<file path="src/rtl/uart_rx_status_if.sv">
// =============================================================================
// uart_rx_status_if: host/FIFO-side signal bundle for the RX status stage.
// Rev 1.0
// =============================================================================
`default_nettype none

interface uart_rx_status_if #(
    parameter int REC_W = 10,
    parameter int CNT_W = 5
);
    logic             rbr_read;
    logic             lsr_read;
    logic [1:0]       fcr_trig;
    logic             ier_rda;
    logic             ier_rls;
    logic             thre_i;
    logic             temt_i;
    logic [REC_W-1:0] rf_data_out;
    logic [CNT_W-1:0] rf_count;
    logic             rf_error_bit;
    logic             rf_overrun;
    logic [5:0]       counter_t;

    logic             rf_pop;
    logic [7:0]       rbr_data;
    logic [7:0]       lsr;
    logic             rda_int;
    logic             ti_int;
    logic             rls_int;
    logic [3:0]       iir_rx;
    logic             rx_lsr_mask;

    modport slave (
        input  rbr_read, lsr_read, fcr_trig, ier_rda, ier_rls, thre_i, temt_i,
               rf_data_out, rf_count, rf_error_bit, rf_overrun, counter_t,
        output rf_pop, rbr_data, lsr, rda_int, ti_int, rls_int, iir_rx, rx_lsr_mask
    );

    modport master (
        output rbr_read, lsr_read, fcr_trig, ier_rda, ier_rls, thre_i, temt_i,
               rf_data_out, rf_count, rf_error_bit, rf_overrun, counter_t,
        input  rf_pop, rbr_data, lsr, rda_int, ti_int, rls_int, iir_rx, rx_lsr_mask
    );
endinterface

`default_nettype wire

</file>
<file path="src/rtl/uart_rx_status.sv">
// =============================================================================
// uart_rx_status: RX line-status bits, FIFO pop and receive interrupts.
// Optional feature macro: UART_RX_TIMEOUT_EN (character-timeout interrupt).
// Rev 1.0
// =============================================================================
`default_nettype none

module uart_rx_status #(
    parameter int REC_W = 10,
    parameter int CNT_W = 5
) (
    input  logic               clk,
    input  logic               wb_rst_i,
    uart_rx_status_if.slave    bus
);

    localparam logic [3:0] IIR_RLS  = 4'b0110;
    localparam logic [3:0] IIR_RDA  = 4'b0100;
    localparam logic [3:0] IIR_TI   = 4'b1100;
    localparam logic [3:0] IIR_NONE = 4'b0001;

    logic [REC_W-1:0] head;
    logic [CNT_W-1:0] trig_lvl;
    logic             count_nz;
    logic             head_valid;
    logic             ovr_rise;

    logic       rf_pop;
    logic [7:0] rbr_data;
    logic       dr, oe, pe, fe, bi, thre, temt, fifo_err;
    logic       ovr_d;
    logic       eval;
    logic       rda_int, ti_int, rls_int;
    logic [3:0] iir_rx;
    logic       rx_lsr_mask;

    assign head       = bus.rf_data_out;
    assign count_nz   = (bus.rf_count != '0);
    assign head_valid = eval && count_nz;
    assign ovr_rise   = bus.rf_overrun && !ovr_d;

    always_comb begin
        trig_lvl = CNT_W'(1);
        case (bus.fcr_trig)
            2'b00:   trig_lvl = CNT_W'(1);
            2'b01:   trig_lvl = CNT_W'(4);
            2'b10:   trig_lvl = CNT_W'(8);
            default: trig_lvl = CNT_W'(14);
        endcase
    end

    // dr doubles as the previous-cycle "FIFO non-empty" for the 0->nonzero detect.
    always_ff @(posedge clk or posedge wb_rst_i) begin
        if (wb_rst_i) begin
            rf_pop      <= 1'b0;
            rbr_data    <= 8'h00;
            dr          <= 1'b0;
            oe          <= 1'b0;
            pe          <= 1'b0;
            fe          <= 1'b0;
            bi          <= 1'b0;
            thre        <= 1'b1;
            temt        <= 1'b1;
            fifo_err    <= 1'b0;
            ovr_d       <= 1'b0;
            eval        <= 1'b0;
            rx_lsr_mask <= 1'b0;
        end else begin
            rf_pop      <= bus.rbr_read && count_nz;
            if (bus.rbr_read && count_nz)
                rbr_data <= head[9:2];
            dr          <= count_nz;
            thre        <= bus.thre_i;
            temt        <= bus.temt_i;
            fifo_err    <= bus.rf_error_bit;
            ovr_d       <= bus.rf_overrun;
            eval        <= rf_pop || (count_nz && !dr);
            rx_lsr_mask <= bus.lsr_read;

            oe <= ovr_rise || (oe && !bus.lsr_read);
            // A head evaluation landing on an LSR read still reports its errors.
            pe <= (head_valid && head[1]) || (pe && !bus.lsr_read);
            fe <= (head_valid && head[0]) || (fe && !bus.lsr_read);
            bi <= (head_valid && head[0] && (head[9:2] == 8'h00)) || (bi && !bus.lsr_read);
        end
    end

    always_ff @(posedge clk or posedge wb_rst_i) begin
        if (wb_rst_i) begin
            rda_int <= 1'b0;
            rls_int <= 1'b0;
        end else begin
            rda_int <= bus.ier_rda && (bus.rf_count >= trig_lvl);
            rls_int <= bus.ier_rls && (oe || pe || fe || bi);
        end
    end

`ifdef UART_RX_TIMEOUT_EN
    always_ff @(posedge clk or posedge wb_rst_i) begin
        if (wb_rst_i)
            ti_int <= 1'b0;
        else if (bus.rbr_read || !count_nz || !bus.ier_rda)
            ti_int <= 1'b0;
        else if (bus.counter_t == 6'd0)
            ti_int <= 1'b1;
    end
`else
    logic unused_counter_t;
    assign unused_counter_t = ^bus.counter_t;

    always_ff @(posedge clk or posedge wb_rst_i) begin
        if (wb_rst_i)
            ti_int <= 1'b0;
        else
            ti_int <= 1'b0;
    end
`endif

    always_ff @(posedge clk or posedge wb_rst_i) begin
        if (wb_rst_i)
            iir_rx <= IIR_NONE;
        else if (rls_int)
            iir_rx <= IIR_RLS;
        else if (rda_int)
            iir_rx <= IIR_RDA;
        else if (ti_int)
            iir_rx <= IIR_TI;
        else
            iir_rx <= IIR_NONE;
    end

    assign bus.rf_pop      = rf_pop;
    assign bus.rbr_data    = rbr_data;
    assign bus.lsr         = {fifo_err, temt, thre, bi, fe, pe, oe, dr};
    assign bus.rda_int     = rda_int;
    assign bus.ti_int      = ti_int;
    assign bus.rls_int     = rls_int;
    assign bus.iir_rx      = iir_rx;
    assign bus.rx_lsr_mask = rx_lsr_mask;

endmodule

`default_nettype wire
</file>
<file path="src/flat_wrapper.sv">
// flat-port wrapper written by rule: the top's interface ports become plain ports
module uart_rx_status_flat 
#(
    parameter int REC_W = 10,
    parameter int CNT_W = 5
)
  (clk, wb_rst_i, bus_rbr_read, bus_lsr_read, bus_fcr_trig, bus_ier_rda, bus_ier_rls, bus_thre_i, bus_temt_i, bus_rf_data_out, bus_rf_count, bus_rf_error_bit, bus_rf_overrun, bus_counter_t, bus_rf_pop, bus_rbr_data, bus_lsr, bus_rda_int, bus_ti_int, bus_rls_int, bus_iir_rx, bus_rx_lsr_mask);
  uart_rx_status_if #(.REC_W(REC_W), .CNT_W(CNT_W)) bus_i ();
  input  logic clk;
  input  logic wb_rst_i;
  input wire logic [$bits(bus_i.rbr_read)-1:0] bus_rbr_read;
  input wire logic [$bits(bus_i.lsr_read)-1:0] bus_lsr_read;
  input wire logic [$bits(bus_i.fcr_trig)-1:0] bus_fcr_trig;
  input wire logic [$bits(bus_i.ier_rda)-1:0] bus_ier_rda;
  input wire logic [$bits(bus_i.ier_rls)-1:0] bus_ier_rls;
  input wire logic [$bits(bus_i.thre_i)-1:0] bus_thre_i;
  input wire logic [$bits(bus_i.temt_i)-1:0] bus_temt_i;
  input wire logic [$bits(bus_i.rf_data_out)-1:0] bus_rf_data_out;
  input wire logic [$bits(bus_i.rf_count)-1:0] bus_rf_count;
  input wire logic [$bits(bus_i.rf_error_bit)-1:0] bus_rf_error_bit;
  input wire logic [$bits(bus_i.rf_overrun)-1:0] bus_rf_overrun;
  input wire logic [$bits(bus_i.counter_t)-1:0] bus_counter_t;
  output wire logic [$bits(bus_i.rf_pop)-1:0] bus_rf_pop;
  output wire logic [$bits(bus_i.rbr_data)-1:0] bus_rbr_data;
  output wire logic [$bits(bus_i.lsr)-1:0] bus_lsr;
  output wire logic [$bits(bus_i.rda_int)-1:0] bus_rda_int;
  output wire logic [$bits(bus_i.ti_int)-1:0] bus_ti_int;
  output wire logic [$bits(bus_i.rls_int)-1:0] bus_rls_int;
  output wire logic [$bits(bus_i.iir_rx)-1:0] bus_iir_rx;
  output wire logic [$bits(bus_i.rx_lsr_mask)-1:0] bus_rx_lsr_mask;
  assign bus_i.rbr_read = bus_rbr_read;
  assign bus_i.lsr_read = bus_lsr_read;
  assign bus_i.fcr_trig = bus_fcr_trig;
  assign bus_i.ier_rda = bus_ier_rda;
  assign bus_i.ier_rls = bus_ier_rls;
  assign bus_i.thre_i = bus_thre_i;
  assign bus_i.temt_i = bus_temt_i;
  assign bus_i.rf_data_out = bus_rf_data_out;
  assign bus_i.rf_count = bus_rf_count;
  assign bus_i.rf_error_bit = bus_rf_error_bit;
  assign bus_i.rf_overrun = bus_rf_overrun;
  assign bus_i.counter_t = bus_counter_t;
  assign bus_rf_pop = bus_i.rf_pop;
  assign bus_rbr_data = bus_i.rbr_data;
  assign bus_lsr = bus_i.lsr;
  assign bus_rda_int = bus_i.rda_int;
  assign bus_ti_int = bus_i.ti_int;
  assign bus_rls_int = bus_i.rls_int;
  assign bus_iir_rx = bus_i.iir_rx;
  assign bus_rx_lsr_mask = bus_i.rx_lsr_mask;
  uart_rx_status #(.REC_W(REC_W), .CNT_W(CNT_W)) u_core (.clk(clk), .wb_rst_i(wb_rst_i), .bus(bus_i));
endmodule
</file>
<file path="config.mk">
export PLATFORM = sky130hd
export DESIGN_NAME = uart_rx_status_flat
export DESIGN_NICKNAME = d
export VERILOG_FILES = /design/src/rtl/uart_rx_status_if.sv /design/src/rtl/uart_rx_status.sv /design/src/flat_wrapper.sv
export SDC_FILE = /design/constraint.sdc
export NUM_CORES = 1
export LEC_CHECK = 0
export ABC_AREA = 1
export CORE_MARGIN = 2
export CORE_UTILIZATION = 35
export DETAILED_ROUTE_END_ITERATION = 10
export HOLD_SLACK_MARGIN = 0.06
export PLACE_DENSITY = 0.76
export SLEW_MARGIN = 20
export SYNTH_ARGS = -nofsm -noshare
export SYNTH_HDL_FRONTEND = slang
export SYNTH_SLANG_ARGS = --single-unit
</file>
<file path="constraint.sdc">
create_clock -name clk -period 0.8 [get_ports clk]
set_input_delay 0.16 -clock clk [delete_from_list [all_inputs] [get_ports clk]]
set_output_delay 0.16 -clock clk [all_outputs]
set_load 0.1 [all_outputs]
</file>
# Word level (Yosys, flattened, before mapping)
# Index checks and enable logic that the tools add are counted.
# totals
romBits	0
ram_bits	0
regBits	26
out_inout_bits	25
n_memories	0
latchBits	0
input_bits	33
elab_cells	49
# op_classes
eq_ne	2
n_reduce_logical	27
mux	3
shifts	0
magnitude_cmp	1
add_sub_neg	0
n_div	0
bitwise	0
mul	0
# ops
operator	n
1-bit logical AND	13
4-bit one-hot mux with 3 select lines	1
8-bit logical NOT	1
1-bit logical OR	8
5-bit by 4-bit >= comparator with 1-bit output	1
5-bit nonzero test	1
4-bit two-way mux	1
1-bit logical NOT	3
3-bit two-way mux	1
2-bit by 1-bit equality test with 1-bit output, second input constant	1
2-bit equality test, second input constant	1
2-bit logical NOT	1

# Depth between registers and ports, before layout
# logic_depth
depth_word	5
ltp_mapped	7

# Worst setup path before layout
# Ideal clock, no wire load.
# synth_path
kind	flip-flop to flip-flop
start	register u_core.rls_int, in the netlist u_core.bus.rls_int
end	register u_core.iir_rx[2], in the netlist u_core.bus.iir_rx[2]
period_less_slack_ns	1.188
setup_slack_ns	-0.388
stages_incl_launch_ff	3
arrival_ns	1.121
path_buffers	0
t_required_ns	0.732
path_cell_list	dfrtp_1 nor2_1 inv_1
# synth_between
elab_chain_len	1
# synth_lines
item	line	text
from (decl)	uart_rx_status.sv:33	logic rda_int, ti_int, rls_int;
from (signal assigned)	uart_rx_status.sv:94	rls_int <= bus.ier_rls && (oe || pe || fe || bi);
4-bit two-way mux	uart_rx_status.sv:122	else if (rls_int)
to (signal assigned)	uart_rx_status.sv:121	iir_rx <= IIR_NONE;
to (signal assigned)	uart_rx_status.sv:123	iir_rx <= IIR_RLS;
to (signal assigned)	uart_rx_status.sv:125	iir_rx <= IIR_RDA;
to (decl)	uart_rx_status.sv:34	logic [3:0] iir_rx;
# No other way between the ends.
# A chain may end at the register's enable or synchronous reset.

# Worst setup path in the final report
# layout_path
start	register u_core.iir_rx[0], in the netlist u_core.bus.iir_rx[0]
end	output port bus_iir_rx[0]
# layout_lines
item	line	text
to (decl)	flat_wrapper.sv:29	output wire logic [$bits(bus_i.iir_rx)-1:0] bus_iir_rx;
# No word-level cell between the ends.

==> impl_metrics.ini <==
[run_status]
status = finished with violations
violations = negative setup slack

[drt]
finalWirelength_um = 2410
post_drt_wl_per_cell_um = 12.0
firstDrtPassIters = 4
drc_errors = 0
vias_per_cell = 4.44
drtIter0Drc = 10
drtAntennaViolNets = 0
vias = 887

[timing]
max_freq_ghz = 0.783
hold_viol = 0
finalSetupViolations = 27
skew_ns = 0.00799
finalCriticalPeriod_ns = 1.28
fin_crit_sh_pct = 160
slew_viol_final = 0
fin_tns_setup_ns = -8.28
grt_setup_unrepaired = yes
layout_setup_ws_ns = -0.477

[worst_setup_path]
worstPathCellList = buf_12
reg2reg_from = u_core.oe
reg2reg_slack_ns = -0.14
worst_path_max_delay_cell = dfstp_4
start_kind = flip-flop
cp_num_cells = 1
worstSetupPathType = flip-flop to output pin
crit_family = flip-flops
crit-reg2reg-capture = u_core.bus.rls_int
cp-end-kind = output pin
required_ns = 0.64
critPathMaxStageDelay_ns = 0.64
rr_worst_depth = 4
path_max_fanout = 1
critPathBufInv = 1
arrival_ns = 1.12

[die]
die_x_um = 59.9
initial_core_util_pct = 36.5
die_h_um = 59.9
die_area_um2 = 3590
core_area_um2 = 3000
boundaryPins = 58
row_count = 20

[cts]
clock_sinks = 25
cts_hold_buf = 0
tritoncts = done
htreeDepth = 1
root_buffer = clkbuf_4
clk_pin_slew_ns = 0.14
cts_buffer_depth = 2
clk_latency_ns = 0.31
cts_buffers = 3

[global_route]
antenna_found_initial = 0
grt_usage_pct = 14.0
grt_pass1_wl_um = 3800
gr-total-overflow = 0
first_global_vias = 912
grt_max_degree = 17

[layout]
syn_to_final_growth_pct = 87.9
layout_commonest_cell = nand2_1
mostFrequentLayoutCells = 26 x nand2_1, 24 x buf_12, 18 x clkdlybuf4s50_1, 14 x dfrtp_4
fin_cells = 200
antenna_cells = 0
drive_above_1_share_pct = 49.7
reg_top3 = u_core.bus.rbr_data: 8 flops, u_core.bus.iir_rx: 3 flops
largest_register = u_core.bus.rbr_data
largest_reg_flops = 8
nNetsFinal = 205

[placed_design]
dp.cells = 187
portBuffers = 49
gp_congestion = 0.962
dp_hpwl_um = 1940

[pwr]
p_total_mw = 3.66
pwr_density_cell_nw_per_um2 = 1780
p_leak_nw = 0.940
ir_drop_uv = 927

[run]
maxCapViolCount = 0

[synthesis]
synth_area_per_cell_um2 = 9.95
ys_ff_latch = 25
ys_types = 21
synthesis.instances = 110
netlist_area_um2 = 1090
yosys_warnings = 0
yosysSeqAreaShare_pct = 57.5

[hold_path]
hold_class = primary input to async pin
## Yosys cell counts, drive strengths merged
cell	instances	share of area, %
nand3	5	3.4
o22ai	1	0.57
nor2	11	4.7
ha	4	4.6
o21bai	1	0.69
inv	15	5.6
nand2	30	12
o21a	2	1.4
o21ai	3	1.4
dfstp	3	7.2
buf	10	6.9
dfrtp	22	50
nand4	1	0.57
a21o	1	0.69
conb	1	0.34
## metal layers
layer	vias to the layer above	GRT usage (%)	part of all wire [%]
li1	444	-	-
met1	402	16.9	40
met3	4	3.03	6.9
met2	37	24.7	52
met4	0	4.76	1.4
met5	-	0	0
## worst register-to-register path: stages, from the launching register on
cell     delay [ns]
dfrtp_1        0.45
buf_6          0.14
inv_4          0.04
nand3_2        0.05
o21a_1         0.16
## kinds of logic after synthesis
| logic type | Yosys count | share of synthesized area (%) |
|---|---|---|
| flip-flops | 25 | 57.5 |
| AND/OR/NAND/NOR | 47 | 20.5 |
| adder cells (fa/ha/maj) | 4 | 4.57 |
| buffers and inverters | 25 | 12.5 |
| AO/OA/AOI/OAI | 8 | 4.69 |
| other | 1 | 0.343 |
## report_power, final
group	switching (mW)	internal, mW
clock	0.375	0.190
combinational	0.983	0.596
sequential	0.100	1.41
## per-stage QoR
| stage | setup slack (ns) | area [um2] | utilization (%) | hold WS [ns] |
|---|---|---|---|---|
| floorplan | -0.120 | 1200 | - | 0.164 |
| global placement | -0.694 | 1910 | 63.5 | 0.432 |
| detailed placement | -0.751 | 1910 | 63.5 | 0.438 |
| CTS | -0.484 | 1960 | 65.4 | 0.159 |
| global route | -0.515 | 2060 | 68.5 | 0.168 |
| finish | -0.477 | 2060 | 68.5 | 0.157 |
## final cells by class
cell class / instances / area (um2)
sequential: 25 / 686
multi-input combinational: 62 / 414
timing repair buffer: 60 / 806
clock buffer: 3 / 22.5
timing repair inverter: 1 / 8.76
clock inverter: 1 / 7.51
tap: 33 / 41.3
fill: 233 / 946
inverter: 15 / 71.3
## worst max-delay path by stage
stage	startpoint	slack (ns)	endpoint
final	u_core.bus.iir_rx[0]	-0.48	bus_iir_rx[0]
after global routing	u_core.bus.iir_rx[0]	-0.52	bus_iir_rx[0]
after CTS	u_core.bus.iir_rx[0]	-0.48	bus_iir_rx[0]
after detailed placement	bus_fcr_trig[0]	-0.75	u_core.bus.rda_int
after global placement	bus_fcr_trig[0]	-0.69	u_core.bus.rda_int
after floorplan	u_core.bus.iir_rx[0]	-0.12	bus_iir_rx[0]
## repair_timing
item,4_1_cts,5_1_grt
gates cloned,0,2
pin swaps,5,3
endpoints found under the setup margin,38,37
setup buffers,3,5
resized for setup,25,19
hold endpoints to repair,0,0
No activity file was read; power rests on OpenSTA's default activity.
